<file path="src/rtl/lr_car_detector.sv">
// Local-road loop sensor front end: synchronize, debounce, count waiting cars, raise lr_has_car.
// Optional stuck-sensor detection is compiled in with `define LR_STUCK_DETECT_EN.
`timescale 1ns/1ps
module lr_car_detector #(
  parameter int unsigned DEBOUNCE_CYCLES = 4,
  parameter int unsigned CNT_W           = 4,
  parameter int unsigned STUCK_CYCLES    = 1000
) (
  input  logic             clk,
  input  logic             rst_n,
  input  logic             sensor_raw,
  input  logic [2:0]       lr_light,
  output logic             lr_has_car,
  output logic [CNT_W-1:0] lr_wait_cnt,
  output logic             sensor_fault
);

  localparam int unsigned  DB_CNT_W = 8;
  localparam logic [DB_CNT_W-1:0] DB_TGT = DB_CNT_W'(DEBOUNCE_CYCLES);
  localparam logic [2:0]   LIGHT_GREEN = 3'b100;
  localparam logic [CNT_W-1:0] WAIT_MAX = '1;

  typedef enum logic [1:0] {
    ST_LOW       = 2'd0,
    ST_RISE_QUAL = 2'd1,
    ST_HIGH      = 2'd2,
    ST_FALL_QUAL = 2'd3
  } db_state_e;

  if (DEBOUNCE_CYCLES < 1 || DEBOUNCE_CYCLES > 255 || STUCK_CYCLES < 1) begin : g_bad_param
    $error("lr_car_detector: DEBOUNCE_CYCLES must be 1..255 and STUCK_CYCLES >= 1");
  end

  logic                sync_q1, sync_q2;
  db_state_e           state_q, state_d;
  logic [DB_CNT_W-1:0] db_cnt_q, db_cnt_d;
  logic                arrival_q, arrival_d;
  logic [CNT_W-1:0]    wait_q, wait_d;
  logic                has_car_q, has_car_d;
  logic                db_level;
  logic                lr_green;
  logic                fault;

  // Two-flop synchronizer; the only consumer of sensor_raw.
  always_ff @(posedge clk or negedge rst_n) begin
    if (!rst_n) begin
      sync_q1 <= 1'b0;
      sync_q2 <= 1'b0;
    end else begin
      sync_q1 <= sensor_raw;
      sync_q2 <= sync_q1;
    end
  end

  always_ff @(posedge clk or negedge rst_n) begin
    if (!rst_n) begin
      state_q   <= ST_LOW;
      db_cnt_q  <= '0;
      arrival_q <= 1'b0;
      wait_q    <= '0;
      has_car_q <= 1'b0;
    end else begin
      state_q   <= state_d;
      db_cnt_q  <= db_cnt_d;
      arrival_q <= arrival_d;
      wait_q    <= wait_d;
      has_car_q <= has_car_d;
    end
  end

  assign db_level = (state_q == ST_HIGH) || (state_q == ST_FALL_QUAL);
  assign lr_green = (lr_light == LIGHT_GREEN);

  // Debounce FSM: D consecutive opposite samples are needed to flip the level.
  always_comb begin
    state_d  = state_q;
    db_cnt_d = db_cnt_q;
    case (state_q)
      ST_LOW: begin
        if (sync_q2) begin
          if (DB_TGT == DB_CNT_W'(1)) begin
            state_d = ST_HIGH;
          end else begin
            state_d  = ST_RISE_QUAL;
            db_cnt_d = DB_CNT_W'(1);
          end
        end
      end
      ST_RISE_QUAL: begin
        if (!sync_q2) begin
          state_d  = ST_LOW;
          db_cnt_d = '0;
        end else if (db_cnt_q + DB_CNT_W'(1) >= DB_TGT) begin
          state_d  = ST_HIGH;
          db_cnt_d = '0;
        end else begin
          db_cnt_d = db_cnt_q + DB_CNT_W'(1);
        end
      end
      ST_HIGH: begin
        if (!sync_q2) begin
          if (DB_TGT == DB_CNT_W'(1)) begin
            state_d = ST_LOW;
          end else begin
            state_d  = ST_FALL_QUAL;
            db_cnt_d = DB_CNT_W'(1);
          end
        end
      end
      ST_FALL_QUAL: begin
        if (sync_q2) begin
          state_d  = ST_HIGH;
          db_cnt_d = '0;
        end else if (db_cnt_q + DB_CNT_W'(1) >= DB_TGT) begin
          state_d  = ST_LOW;
          db_cnt_d = '0;
        end else begin
          db_cnt_d = db_cnt_q + DB_CNT_W'(1);
        end
      end
      default: begin
        state_d  = ST_LOW;
        db_cnt_d = '0;
      end
    endcase
  end

  // Arrival only on a genuine low-to-high; a FALL_QUAL glitch returning to HIGH is not a new car.
  always_comb begin
    arrival_d = (state_d == ST_HIGH) && !db_level;
    wait_d    = wait_q;
    if (lr_green) begin
      wait_d = '0;
    end else if (arrival_q && (wait_q != WAIT_MAX)) begin
      wait_d = wait_q + CNT_W'(1);
    end
    has_car_d = (wait_d != '0) || (db_level && !lr_green) || fault;
  end

`ifdef LR_STUCK_DETECT_EN
  localparam int unsigned STUCK_W = $clog2(STUCK_CYCLES + 1);
  localparam logic [STUCK_W-1:0] STUCK_TGT = STUCK_W'(STUCK_CYCLES);

  logic [STUCK_W-1:0] stuck_q, stuck_d;
  logic               fault_q, fault_d;

  // Fault latches until reset so the side road keeps being served.
  always_comb begin
    stuck_d = '0;
    if (db_level) begin
      stuck_d = (stuck_q == STUCK_TGT) ? stuck_q : stuck_q + STUCK_W'(1);
    end
    fault_d = fault_q || (stuck_d == STUCK_TGT);
  end

  always_ff @(posedge clk or negedge rst_n) begin
    if (!rst_n) begin
      stuck_q <= '0;
      fault_q <= 1'b0;
    end else begin
      stuck_q <= stuck_d;
      fault_q <= fault_d;
    end
  end

  assign fault = fault_q;
`else
  assign fault = 1'b0;
`endif

  assign lr_has_car   = has_car_q;
  assign lr_wait_cnt  = wait_q;
  assign sensor_fault = fault;

endmodule

</file>
<file path="config.mk">
export PLATFORM = sky130hd
export DESIGN_NAME = lr_car_detector
export DESIGN_NICKNAME = d
export VERILOG_FILES = /design/src/rtl/lr_car_detector.sv
export SDC_FILE = /design/constraint.sdc
export NUM_CORES = 1
export LEC_CHECK = 0
export ABC_AREA = 1
export BUFFER_PORTS_ARGS = -buffer_cell sky130_fd_sc_hd__buf_4
export CAP_MARGIN = 5
export CORE_MARGIN = 4
export CORE_UTILIZATION = 54
export DETAILED_ROUTE_END_ITERATION = 12
export PLACE_DENSITY = 0.75
export SYNTH_ARGS = -nofsm -noshare
export SYNTH_HDL_FRONTEND = slang
export SYNTH_SLANG_ARGS = --single-unit
</file>
<file path="constraint.sdc">
create_clock -name clk -period 1.6 [get_ports clk]
set_input_delay 0.16 -clock clk [delete_from_list [all_inputs] [get_ports clk]]
set_output_delay 0.16 -clock clk [all_outputs]
set_load 0.02 [all_outputs]
</file>
# After elaboration in Yosys (flattened, before gate mapping)
# Index checks and enable logic that the tools add are counted.
[totals]
output_inout_bits = 6
inputBits = 6
elab_cells = 43
register_bits = 18
[op_classes]
n_eq_ne = 8
add_sub_neg = 2
muxes = 15
n_reduce_logical = 10
magnitude_cmp = 1
[ops]
columns = ["op", "count"]
rows = [
  ["8-bit 2-to-1 mux", 5],
  ["8-bit one-hot mux with 4 select lines", 1],
  ["2-bit 2-to-1 mux", 6],
  ["8-bit by 1-bit adder with 8-bit output (second input constant)", 1],
  ["8-bit by 3-bit greater-or-equal comparator with 1-bit output (second input constant)", 1],
  ["4-bit 2-to-1 mux", 2],
  ["2-bit one-hot mux with 4 select lines", 1],
  ["2-bit equality test (second input constant)", 3],
  ["4-bit by 1-bit adder with 4-bit output (second input constant)", 1],
  ["2-bit != test (second input constant)", 2],
  ["4-bit != test (second input constant)", 1],
  ["4-bit nonzero test", 1],
  ["3-bit equality test (second input constant)", 1],
  ["1-bit logical AND", 3],
  ["2-bit by 1-bit equality test with 1-bit output (second input constant)", 1],
  ["1-bit zero test", 2],
  ["2-bit zero test", 1],
  ["1-bit logical OR", 2],
  ["2-bit AND reduction", 1],
]

# Longest topological paths before layout
[logic_depth]
depth_word = 7
depth_mapped = 11
ltp_nobuf = 10

# Worst setup path after synthesis
# Ideal clock, no wire load.
[synth_timing]
path_type = "reg2reg"
from = "register wait_q[0] (netlist: lr_wait_cnt[0])"
to = "register has_car_q (netlist: lr_has_car)"
period_less_slack_ps = 1426
setup_slack_ps = 174
setup_ps = 127
path_buffers = 0
path_stages_with_launch = 10
arrival_ps = 1299
t_required_ps = 1473
path_cell_list = "dfrtp_1 -> ha_1 -> nand3_1 -> nand2_1 -> inv_1 -> nand2_1 -> nand3_1 -> nand2_1 -> a21oi_1 -> nand3_1"
[synth_between]
elab_chain_len = 6
elab_cells_between_ends = 7
cone_classes = "add/sub (1); eq/ne (1); mux (2); reduce/logical (3)"
[synth_lines]
columns = ["element", "line", "source"]
rows = [
  ["start, declared", "38", "logic [CNT_W-1:0] wait_q, wait_d;"],
  ["start signal, assigned", "66", "wait_q <= wait_d;"],
  ["branches (longest 2 deep; another with 4-bit by 1-bit adder with 4-bit output)", "--", ""],
  ["4-bit 2-to-1 mux (*)", "134", "end else if (arrival_q && (wait_q != WAIT_MAX)) begin"],
  ["4-bit 2-to-1 mux (*)", "132", "if (lr_green) begin"],
  ["4-bit nonzero test (*)", "137", "has_car_d = (wait_d != '0) || (db_level && !lr_green) || fault;"],
  ["1-bit logical OR (*)", "137", ""],
  ["named net has_car_d", "39", "logic has_car_q, has_car_d;"],
  ["end signal, assigned", "67", "has_car_q <= has_car_d;"],
  ["end, declared", "39", ""],
]
# Mark *: on every way through the listed nets, which the timed path passes.
# A chain may end at the register's enable or synchronous reset.

# Worst setup path in the final report
[layout_timing]
from = "register db_cnt_q[1]"
to = "register state_q[1]"
[layout_between]
elab_chain_len = 5
elab_cells_between_ends = 7
cone_classes = "add/sub (1); order compare (1); mux (5)"
[layout_lines]
columns = ["element", "line", "source"]
rows = [
  ["start, declared", "36", "logic [DB_CNT_W-1:0] db_cnt_q, db_cnt_d;"],
  ["start signal, assigned", "64", "db_cnt_q <= db_cnt_d;"],
  ["8-bit by 1-bit adder with 8-bit output (*)", "93, 114", ""],
  ["8-bit by 3-bit greater-or-equal comparator with 1-bit output (*)", "93, 114", ""],
  ["2-bit 2-to-1 mux, on equally long branches", "114, 93", ""],
  ["2-bit 2-to-1 mux, on equally long branches", "111, 90", ""],
  ["2-bit one-hot mux with 4 select lines (*)", "78", "case (state_q)"],
  ["named net state_d[1]", "35", "db_state_e state_q, state_d;"],
  ["end signal, assigned", "63", "state_q <= state_d;"],
  ["end, declared", "35", ""],
]
# Mark *: on every way through the listed nets, which the timed path passes. The rest lies on a longest branch.

==> metrics.yaml <==
routing:
  drt-pass1-iter-count: 4
  ant_nets: 0
  post-route-drc-count: 0
  avgRoutedWirePerCell_um: 12.0
  drt_iter0_drc: 13
  vias: 735
  routed_wl_um: 1750
  vias_per_cell: 5.03
layout:
  utilization_pct: 68.9
  antenna_cells: 0
  drive_gt1_share_pct: 19.2
  design_area_sq_mm: 0.00106
  fillers: 126
  nNetsFinal: 139
  areaGrowthSynthToFinish_pct: 17.4
power:
  p_comb_share_pct: 33.3
  peakVddDrop_v: 0.000754
  internal_power_uw: 873
  seq_power_share_pct: 46.5
  p_switching_uw: 480
  swShare_pct: 35.5
  finalPower_uw: 1350
  p_per_area_mw_per_mm2: 1270
  clkPwrFrac_pct: 20.2
  p_leak_uw: 0.000578
global_routing:
  globalRouteOverflowTotal: 0
  grt_pass1_vias: 737
  grt_max_degree: 19
  antenna_found_initial: 0
  grtUsageTotal_pct: 15.5
  grt_pass1_wl_um: 3040
timing:
  timing.hold.ws_ns: 0.248
  setup_ws_ns: 0.146
  finalSetupViolCount: 0
  period_needed_ns: 1.45
  period_share_pct: 90.9
  fin_skew_ns: 0.00628
  maxSlewViolCount: 0
  finalHoldViolations: 0
  fmax_mhz: 688
clock_network:
  root_buffer: "clkbuf_4"
  cts_buffer_depth: 2
  cts_tree: "yes"
  clkSinkCount: 18
  worstSkewPairLatency_ns: 0.29
  numCtsBuffers: 3
  clkTransAtPathRegs_ns: 0.10
  h-tree-depth: 1
synth:
  post_synth.cell_area_avg_sq_um: 7.94
  synth_cell_types: 19
  ys_ff_latch: 18
  synthCells: 114
  synth_area_leader_cell: "dfrtp_1"
  yosys-top-cells-area: "dfrtp_1 (50%), nand2_1 (12%), inv_1 (7.9%), nand3_1 (6.6%), nor2_1 (5.0%)"
  ys_warn_count: 0
  syn-cell-area_sq_um: 905
  yosysSeqAreaShare_pct: 49.8
  yosysTopAreaCellShare_pct: 49.8
  syn_nets: 122
run:
  maxCapViolations: 0
die:
  start_util_pct: 58.7
  dieArea_sq_mm: 0.00239
  core_sq_mm: 0.00154
  num_rows: 14
  io_pins: 12
  die_y_um: 48.9
  die_w_um: 48.9
placement:
  place_ws_ns: 0.144
  dpl_cell_area_sq_um: 992
  place_hpwl_um: 1330
  portBuffers: 10
  routabilityCongestion: 0.824
worst_setup_path:
  end_kind: "flop"
  worst_ep_required_time_ns: 1.79
  r2r_cells: 8
  critPathKind: "reg2reg"
  startpoint_type: "flop"
  crit_fanout: 5
  crit_arrival_ns: 1.64
hold_path:
  min-delay-path-class: "in2async"
outcome:
  status: "complete, no violations"
## through the flow
stage / TNS [ns] / cells
6_report: 0 / 146
3_3_place_gp: 0 / 139
5_1_grt: -0.0290 / 146
3_5_place_dp: 0 / 139
2_1_floorplan: 0 / 114
4_1_cts: 0 / 145
## path summary, 6_finish.rpt
kind | startpoint | end | slack (ns)
min | rst_n | sync_q2 | 0.25
max | db_cnt_q[1] | state_q[1] | 0.15
max in group asynchronous | rst_n | lr_wait_cnt[1] | 1.14
min in group clk | lr_light[2] | lr_wait_cnt[0] | 0.25
min reg2reg | sync_q1 | sync_q2 | 0.37
max reg2reg | db_cnt_q[1] | state_q[1] | 0.15
## power by group through the flow
stage                     logic, uW  clock network (uW)  registers, uW
after floorplan                 236                   0            663
after global placement          418                   0            625
after detailed placement        433                   0            633
after CTS                       438                 280            624
after global routing            508                 297            645
final                           451                 273            629
## cells by family (layout without fill, tap and decap cells)
kind of cell,after synthesis,in the layout,synth area share (%)
compound gates,7,7,4.29
xor+xnor,2,2,1.94
fa+ha+maj,2,2,2.77
buf+inv,22,38,9.96
flops,18,18,49.8
mux,1,1,1.24
other cells,1,1,0.415
simple gates,61,61,29.6
## registers in the layout (all words and copies together), names as in the netlist
register and cells:
db_cnt_q 8, lr_wait_cnt 4, state_q 2, arrival_q 1, lr_has_car 1, sync_q1 1
sync_q2 1
## critical path: stages, from the launching register on
cell	delay, ns
dfrtp_1	0.43
ha_2	0.24
nand3_2	0.10
o21ai_1	0.13
nand2_1	0.07
nor2_2	0.11
nand2_2	0.10
nand3_1	0.12
nand2_1	0.06
## cells in the final DEF (no fill, tap or decap), types with 2 or more instances in the layout
cell type	count
a21oi_1	3
buf_4	12
clkbuf_4	3
dfrtp_1	17
dlygate4sd3_1	2
ha_2	2
inv_1	19
nand2_1	29
nand3_1	12
nand4_1	4
nor2_1	12
nor2_2	2
o21ai_1	2
xnor2_1	2
## metal layers
| metal | global-route usage, % | vias up | part of all wire (%) |
|---|---|---|---|
| li1 | - | 384 | - |
| met5 | 0 | - | 0 |
| met2 | 27.6 | 16 | 53 |
| met4 | 4.04 | 0 | 0.80 |
| met3 | 2.14 | 2 | 3.7 |
| met1 | 19.4 | 333 | 42 |
## area by class of cell
type | instances | area, sq um | share of cell area (%)
Inverter | 20 | 75.1 | 7.07
Tap cell | 16 | 20.0 | 1.88
Timing Repair Buffer | 14 | 110 | 10.4
Clock buffer | 4 | 36.3 | 3.42
Multi-Input combinational cell | 74 | 369 | 34.7
Sequential cell | 18 | 452 | 42.5
## cell usage after synthesis, drive strengths merged
master and number:
a21oi 3, a31o 1, buf 2, clkinv 1
conb 1, dfrtp 18, ha 2, inv 19
mux2 1, nand2 30, nand3 13, nand4 4
nor2 14, o21ai 3, xnor2 2
## repair_timing
item                                    4_1_cts  5_1_grt
setup buffers                                 0        1
gates resized for setup                       0        3
hold buffers                                  2        0
endpoints found under the setup margin        0        3
endpoints found under the hold margin        19        0
Power figures use the tool's default switching activity.
